===== config.mk =====
export PLATFORM = sky130hd
export DESIGN_NAME = fetch
export DESIGN_NICKNAME = d
export VERILOG_FILES = /design/src/rtl/fetch.sv
export SDC_FILE = /design/constraint.sdc
export NUM_CORES = 1
export LEC_CHECK = 0
export CORE_ASPECT_RATIO = 0.5
export CORE_UTILIZATION = 28
export CTS_BUF_LIST = sky130_fd_sc_hd__clkbuf_16
export DETAILED_ROUTE_END_ITERATION = 7
export SYNTH_ARGS = -nofsm -noshare
export SYNTH_HDL_FRONTEND = slang
export SYNTH_SLANG_ARGS = --single-unit

===== constraint.sdc =====
create_clock -name clk -period 5.1 [get_ports clk]
set_input_delay 1.02 -clock clk [delete_from_list [all_inputs] [get_ports clk]]
set_output_delay 1.02 -clock clk [all_outputs]
set_load 0.03 [all_outputs]

===== src/rtl/fetch.sv =====
// -----------------------------------------------------------------------------
// fetch -- instruction fetch stage, directly upstream of decode.
//
// Owns the program counter, issues word-addressed reads of 16-bit instructions
// to memory, buffers returned words and hands them to decode over a
// valid/ready pair. Supports a one-cycle redirect (jump/branch/reset op) and a
// fetch_en gate used for HALT.
//
// Configuration macro: FETCH_PREFETCH_EN
//   defined   : two-entry buffer, a new request may issue in the cycle a word
//               is pushed (1 instruction/cycle with zero-wait memory).
//   undefined : single holding register, next request only once the buffer
//               drains (at most 1 instruction every 2 cycles).
//
// Ports
//   clk            in   1     rising-edge clock
//   rst_n          in   1     asynchronous active-low reset
//   fetch_en       in   1     allow new memory requests
//   redirect       in   1     flush buffer, continue at redirect_addr
//   redirect_addr  in   PC_W  new PC, sampled when redirect=1
//   mem_req        out  1     memory read request
//   mem_addr       out  PC_W  word address, held while waiting for mem_ready
//   mem_ready      in   1     read completes this cycle
//   mem_rdata      in   16    instruction word (valid with mem_ready)
//   inst_valid     out  1     buffer head holds an instruction
//   inst_ready     in   1     decode accepts the head this cycle
//   inst           out  16    head instruction
//   inst_pc        out  PC_W  address of the head instruction
// -----------------------------------------------------------------------------
module fetch #(
  parameter int              PC_W     = 16,
  parameter logic [PC_W-1:0] RESET_PC = '0
) (
  input  logic            clk,
  input  logic            rst_n,
  input  logic            fetch_en,
  input  logic            redirect,
  input  logic [PC_W-1:0] redirect_addr,
  output logic            mem_req,
  output logic [PC_W-1:0] mem_addr,
  input  logic            mem_ready,
  input  logic [15:0]     mem_rdata,
  output logic            inst_valid,
  input  logic            inst_ready,
  output logic [15:0]     inst,
  output logic [PC_W-1:0] inst_pc
);

`ifdef FETCH_PREFETCH_EN
  localparam logic [1:0] DEPTH = 2'd2;
`else
  localparam logic [1:0] DEPTH = 2'd1;
`endif

  localparam logic [1:0] S_IDLE  = 2'd0;
  localparam logic [1:0] S_REQ   = 2'd1;
  localparam logic [1:0] S_DRAIN = 2'd2;

  logic [1:0]      state, state_next;
  logic [PC_W-1:0] pc, pc_next;
  logic [PC_W-1:0] addr_q;
  logic [1:0]      count, count_next;
  logic [15:0]     head_inst;
  logic [PC_W-1:0] head_pc;
`ifdef FETCH_PREFETCH_EN
  logic [15:0]     tail_inst;
  logic [PC_W-1:0] tail_pc;
`endif

  logic push, pop, stall, has_space;

  assign mem_req    = (state != S_IDLE);
  assign mem_addr   = addr_q;
  assign inst_valid = (count != 2'd0);
  assign inst       = head_inst;
  assign inst_pc    = head_pc;

  // A returned word is kept only for a live request that is not being
  // redirected in the same cycle; DRAIN responses are always discarded.
  assign push  = (state == S_REQ) && mem_ready && !redirect;
  assign pop   = inst_valid && inst_ready;
  assign stall = mem_req && !mem_ready;

  // Occupancy after this cycle; redirect wins over push and pop.
  // NOTE: every signal assigned in an always_comb gets a default first so no
  // path through the block can infer a latch.
  always_comb begin
    count_next = count;
    if (redirect) begin
      count_next = 2'd0;
    end else begin
      case ({push, pop})
        2'b10:   count_next = count + 2'd1;
        2'b01:   count_next = count - 2'd1;
        default: count_next = count;
      endcase
    end
  end

  assign has_space = (count_next < DEPTH);

  always_comb begin
    pc_next = pc;
    if (redirect)  pc_next = redirect_addr;
    else if (push) pc_next = pc + PC_W'(1);  // wraps silently at 2^PC_W-1
  end

  always_comb begin
    state_next = state;
    case (state)
      S_IDLE: begin
        if (fetch_en && has_space) state_next = S_REQ;
      end
      S_REQ: begin
        if (mem_ready)     state_next = (fetch_en && has_space) ? S_REQ : S_IDLE;
        else if (redirect) state_next = S_DRAIN;
      end
      S_DRAIN: begin
        if (mem_ready) state_next = (fetch_en && has_space) ? S_REQ : S_IDLE;
      end
      default: state_next = S_IDLE;
    endcase
  end

  // NOTE: sequential state is updated with non-blocking assignments so every
  // register samples pre-edge values regardless of statement order.
  always_ff @(posedge clk or negedge rst_n) begin
    if (!rst_n) begin
      state  <= S_IDLE;
      pc     <= RESET_PC;
      addr_q <= RESET_PC;
      count  <= 2'd0;
    end else begin
      state <= state_next;
      pc    <= pc_next;
      count <= count_next;
      // The request address only moves when no request is waiting, so it is
      // frozen for the whole handshake (including across a redirect in DRAIN).
      if (!stall) addr_q <= pc_next;
    end
  end

  // Buffer storage. Flushing only clears the count; the head keeps its last
  // value so inst/inst_pc never go X.
  // NOTE: the buffer registers are reset because inst/inst_pc must read zero
  // straight out of reset; plain storage that nothing observes would not be.
  always_ff @(posedge clk or negedge rst_n) begin
    if (!rst_n) begin
      head_inst <= '0;
      head_pc   <= '0;
`ifdef FETCH_PREFETCH_EN
      tail_inst <= '0;
      tail_pc   <= '0;
`endif
    end else begin
`ifdef FETCH_PREFETCH_EN
      if (!redirect) begin
        if (pop && count == 2'd2) begin
          head_inst <= tail_inst;
          head_pc   <= tail_pc;
          if (push) begin
            tail_inst <= mem_rdata;
            tail_pc   <= pc;
          end
        end else if (push && (count == 2'd0 || pop)) begin
          head_inst <= mem_rdata;
          head_pc   <= pc;
        end else if (push) begin
          tail_inst <= mem_rdata;
          tail_pc   <= pc;
        end
      end
`else
      // Requests are only issued with the register empty (or emptying).
      if (push) begin
        head_inst <= mem_rdata;
        head_pc   <= pc;
      end
`endif
    end
  end

endmodule


==> results.yml, run 1 <==
logic_synthesis:
  ys.flop_type: "dfrtp_1"
  synthSimpleGateAreaFrac_pct: 23.1
  yosys.area_share.xor_xnor_pct: 3.85
  yosysSeqAreaShare_pct: 57.5
  yosysMostFrequentCell: "nand2_1"
  ys_ff_latch: 68
  synthArstFlopShare_pct: 100
  synth_nets: 338
  synthMuxAreaShare_pct: 4.95
  synthAdderAreaFrac_pct: 0.846
  yosysTopAreaCellShare_pct: 57.5
  synth_area_leaders: "dfrtp_1, nand2_1, mux2_2"
  netlist_instances: 298
  yosysTopAreaCell: "dfrtp_1"
  synth_common_cells: "nand2_1, dfrtp_1, mux2_2"
  synth_area_per_cell_um2: 9.93
  netlist_area_um2: 2960
  synth-edff-count: 0
  yosysWarnings: 0
  synth_top_family_by_area: "simple AND/OR/NAND/NOR gates"
  synth_compound_area_share_pct: 6.68
  yosysUniqueCellTypes: 38
sta:
  tns_ns: 0
  period_needed_ns: 3.10
  clock_skew_ns: 0.00751
  hold_viol: 0
  fin_ws_ns: 2.00
  maxSlewHeadroom_pct: 41.1
  setup_viol: 0
  hold_ws_ns: 0.469
  rsz0062_at_grt: "false"
  max_clock_freq_ghz: 0.323
  slew_viol_final: 0
  worst_pin_slew_ns: 0.884
  layout_worst_path_cycle_share_pct: 60.7
drt:
  dr.max_layer_used: "met4"
  vias: 2324
  drt-initial-drc-count: 93
  drcViolationCount: 0
  ant_nets: 0
  route.met2.wl_mm: 3.16
  drt_wl_total_mm: 7.02
  vias_per_cell: 4.38
  met1_length_mm: 3.45
  firstDrtPassIters: 4
  wl_per_cell_um: 13.3
  route.met3.wl_um: 321
placed_design:
  place_congestion: 0.714
  io_buffers: 87
  place_ws_ns: 1.61
  dp_hpwl_mm: 4.76
clock_network:
  clockBufferDepth: 2
  clock-sinks: 68
  cts_tree: "built"
  cts_resized: 0
  clockRootBuffer: "clkbuf_16"
  post_cts.repair.setup_buffers: 0
  clk_latency_ns: 0.33
  cts_buffers: 9
  path_clk_slew_ns: 0.06
  htreeDepth: 3
  postCtsHoldBufs: 0
layout:
  syn_to_final_growth_pct: 44.3
  final_core_util_pct: 41.6
  fill_cells: 1021
  n_antenna_cell: 0
  layout.nets: 425
  drive_above_1_share_pct: 8.97
floorplanning:
  die_area_um2: 11000
  pin_count: 88
  fp.coreArea_um2: 10200
  dieHeight_um: 74.7
  die_w_um: 147
  num_rows: 26
  initial_core_util_pct: 28.9
setup_path:
  worstSetupPathType: "in2reg"
  path_max_fanout: 35
  crit_arrival_ns: 3.31
  cp.required_ns: 5.32
  critPathLaunchType: "input pin"
  end_kind: "flip-flop"
status:
  outcome: "finished, final reports clean"
power:
  p_comb_share_pct: 40.6
  p_sw_uw: 916
  vdd_ir_drop_max_mv: 0.160
  swShare_pct: 36.9
  p_int_mw: 1.57
  p_per_area_nw_per_um2: 582
  seqPwrFrac_pct: 33.4
  p_leak_nw: 1.90
  clockPowerShare_pct: 26.0
global_route:
  grtUsageTotal_pct: 13.9
  grt_pass1_vias: 2342
  gr-total-overflow: 0
  antenna_found_initial: 0
  grt_start_max_net_pins: 69
  grt_pass1_wl_mm: 11.6
flow_run:
  max-cap-violations: 0
hold_path:
  hp-class: "reg2reg"
[registers in the layout, summed over array words and instances, names as in the netlist]
signal    cells
inst_pc      16
count         2
inst         16
pc           16
state         2
mem_addr     16
[per-stage QoR]
stage | total power [mW] | instance area, µm² | cells
detailed placement | 1.86 | 3960 | 514
global placement | 1.85 | 3960 | 514
CTS | 2.52 | 4270 | 530
finish | 2.48 | 4270 | 530
global route | 2.62 | 4270 | 530
floorplan | 1.41 | 2960 | 298
[path summary, 6_finish.rpt]
path,cells after the start,from,endpoint,slack (ns)
max,9,redirect,mem_addr[3],2.00
min,2,inst[12],inst[12],0.47
max reg2reg,6,state[1],mem_addr[12],3.00
min reg2reg,2,inst[12],inst[12],0.47
min in group asynchronous,1,rst_n,count[1],0.79
max in group asynchronous,1,rst_n,inst[0],3.71
[kinds of logic after synthesis]
group                      count (synthesis)
buffers and inverters                     21
AOI/OAI and AO/OA                         30
and+or+nand+nor                          151
xor gates and xnor gates                  13
muxes                                     13
DFF                                       68
adders and majority gates                  2
[cell usage in the layout (no fill, tap or decap), types with 3 or more instances in the layout]
| cell | instances |
|---|---|
| nor2_1 | 9 |
| xor2_1 | 3 |
| nand3_1 | 7 |
| a21oi_1 | 5 |
| nand2_1 | 105 |
| and3_1 | 5 |
| a221o_1 | 6 |
| xnor2_1 | 10 |
| dfrtp_1 | 68 |
| clkinv_2 | 3 |
| buf_4 | 4 |
| inv_1 | 7 |
| nor3_1 | 4 |
| clkbuf_16 | 9 |
| clkdlybuf4s50_1 | 86 |
| nor2b_1 | 3 |
| mux2_2 | 13 |
| o21ai_1 | 11 |
[routing by layer]
metal	up-vias	GRT usage, %
li1	1167	-
met1	1095	17.8
met2	53	22.4
met3	9	4.91
met4	0	4.93
met5	-	0
[worst max-delay path, cell delays in order]
cell and delay (ns):
clkdlybuf4s50_1 0.45, buf_4 0.31, and4bb_1 0.25, inv_2 0.20
buf_4 0.36, or2_1 0.21, xor2_1 0.15, o21ai_1 0.08
mux2_2 0.27
[area by class of cell]
cell class / count / area (µm²) / share of cell area (%)
flip-flops and latches: 68 / 1700 / 39.9
multi-input cells: 209 / 1170 / 27.3
repair buffers: 90 / 891 / 20.9
clock buffers: 9 / 225 / 5.28
well taps: 140 / 175 / 4.10
clock inverters: 7 / 82.6 / 1.93
inverters: 7 / 26.3 / 0.616
[power by group through the flow]
stage / clock, mW / sequential (mW) / combinational [mW]
final: 0.645 / 0.830 / 1.01
after global routing: 0.683 / 0.855 / 1.08
after CTS: 0.660 / 0.834 / 1.02
after detailed placement: 0 / 0.841 / 1.02
after global placement: 0 / 0.841 / 1.01
after floorplan: 0 / 1.14 / 0.264
Note: power is estimated with default switching activity, not from simulation.
==> run 2: changes to the inputs <==
==> constraint.sdc (replaced) <==
create_clock -name clk -period 2.5 [get_ports clk]
set_input_delay 0.5 -clock clk [delete_from_list [all_inputs] [get_ports clk]]
set_output_delay 0.5 -clock clk [all_outputs]
set_load 0.03 [all_outputs]
==> run 2 against run 1 <==
Compared with the run above:
- worst setup slack lost 1.7 ns
- clock power grew 67%
- clock skew shrank 0.0024 ns
- total power grew 96%
- die area is the same
- sequential cell count is the same
- critical path type unchanged
- critical endpoint is now mem_addr[13]
- largest power group unchanged
==> results.yml, run 2 (synthesis gave the netlist of run 1 again) <==
floorplanning:
  die_area_um2: 11000
  initial_core_util_pct: 28.9
  pin_count: 88
  dieHeight_um: 74.7
  fp.coreArea_um2: 10200
  die_w_um: 147
  num_rows: 26
placed_design:
  postPlaceCellArea_um2: 4050
  place_congestion: 0.746
  dp_hpwl_mm: 4.99
  io_buffers: 87
power:
  p_comb_share_pct: 43.1
  p_int_mw: 3.02
  p_per_area_nw_per_um2: 1130
  clockPowerShare_pct: 22.2
  p_leak_nw: 1.93
  p_sw_mw: 1.85
  swShare_pct: 38.0
  seqPwrFrac_pct: 34.7
  vdd_ir_drop_max_mv: 0.317
sta:
  worst_pin_slew_ns: 0.447
  layout_worst_path_cycle_share_pct: 88.1
  max_clock_freq_ghz: 0.454
  tns_ns: 0
  rsz0062_at_grt: "false"
  period_needed_ns: 2.20
  setup_viol: 0
  hold_viol: 0
  slew_viol_final: 0
  clock_skew_ns: 0.00512
  maxSlewHeadroom_pct: 70.0
setup_path:
  cp.required_ns: 2.71
  max_stage_delay_ns: 0.47
  path_max_fanout: 7
  critPathLaunchType: "input pin"
  path_cells: "clkdlybuf4s50_1 > and4bb_1 > inv_2 > nor4_2 > nand4_1 > xnor2_1 > a221o_1"
  end_kind: "flip-flop"
  crit_arrival_ns: 2.41
  slowest_stage: "clkdlybuf4s50_1"
  worstSetupPathType: "in2reg"
clock_network:
  post_cts.repair.setup_buffers: 0
  cts_resized: 0
  htreeDepth: 3
  clk_latency_ns: 0.33
  cts_tree: "built"
  clock-sinks: 68
  cts_buffers: 9
  postCtsHoldBufs: 0
  clockRootBuffer: "clkbuf_16"
  clockBufferDepth: 2
  path_clk_slew_ns: 0.05
layout:
  drive_above_1_share_pct: 10.8
  layout.nets: 436
  final_common_cell: "nand2_1"
  syn_to_final_growth_pct: 45.5
  n_antenna_cell: 0
  final_cell_area_um2: 4300
  final_cell_mix: "nand2_1, clkdlybuf4s50_1, dfrtp_1"
global_route:
  gr-total-overflow: 0
  grtUsageTotal_pct: 14.2
  grt_pass1_wl_mm: 11.6
  grt_start_max_net_pins: 52
  antenna_found_initial: 0
  grt_pass1_vias: 2302
drt:
  drt_wl_total_mm: 7.21
  ant_nets: 0
  vias: 2382
  vias_per_cell: 4.41
  drcViolationCount: 0
  wl_per_cell_um: 13.3
  drt-initial-drc-count: 92
  firstDrtPassIters: 4
flow_run:
  max-cap-violations: 0
status:
  outcome: "finished, final reports clean"
hold_path:
  hp-class: "in2async"
-- run 2: power groups by stage --
| stage | sequential (mW) | combinational (mW) | clock, mW |
|---|---|---|---|
| floorplan | 2.33 | 0.539 | 0 |
| global placement | 1.70 | 2.11 | 0 |
| detailed placement | 1.71 | 2.13 | 0 |
| CTS | 1.70 | 2.13 | 1.12 |
| global route | 1.74 | 2.26 | 1.16 |
| finish | 1.69 | 2.10 | 1.08 |
-- run 2: worst paths after layout --
check / start / endpoint / slack (ns) / cells after the start
min in group clk: inst[2] / inst[2] / 0.47 / 2
worst max-delay path: mem_ready / mem_addr[13] / 0.30 / 7
worst min-delay path: rst_n / count[0] / 0.11 / 1
max in group asynchronous: rst_n / inst[5] / 1.77 / 2
worst max register to register: state[1] / mem_addr[13] / 0.43 / 6
worst min register to register: inst[2] / inst[2] / 0.47 / 2
-- run 2: final cells by class --
type / count / area, µm²
timing repair buffer: 101 / 983
tap: 140 / 175
sequential: 68 / 1700
clock buffer: 9 / 225
clock inverter: 6 / 25.0
multi-input combinational: 209 / 1170
inverter: 7 / 26.3
fill: 1017 / 5940
-- run 2: layer usage --
metal	GRT usage [%]	wire (µm)
met1	17.7	3360
met2	23.1	3390
met3	4.36	337
met4	6.76	116
met5	0	0
-- run 2: per-stage QoR --
step | setup WS (ns) | util [%] | hold slack (ns) | total power [mW] | instances
after floorplan | 0.0942 | - | 0.204 | 2.87 | 298
after global placement | 0.0442 | 39.5 | 0.459 | 3.81 | 525
after detailed placement | -0.0273 | 39.5 | 0.461 | 3.83 | 525
after CTS | 0.327 | 42.0 | 0.110 | 4.94 | 540
after global routing | 0.158 | 42.0 | 0.132 | 5.16 | 540
final | 0.298 | 42.0 | 0.113 | 4.87 | 540
-- run 2: worst max-delay path: cells and delay by family --
family	cells	cell delay (ns)
buffers and inverters	2	0.58
AOI/OAI and AO/OA	1	0.29
xor gates and xnor gates	1	0.17
and+or+nand+nor	3	0.88
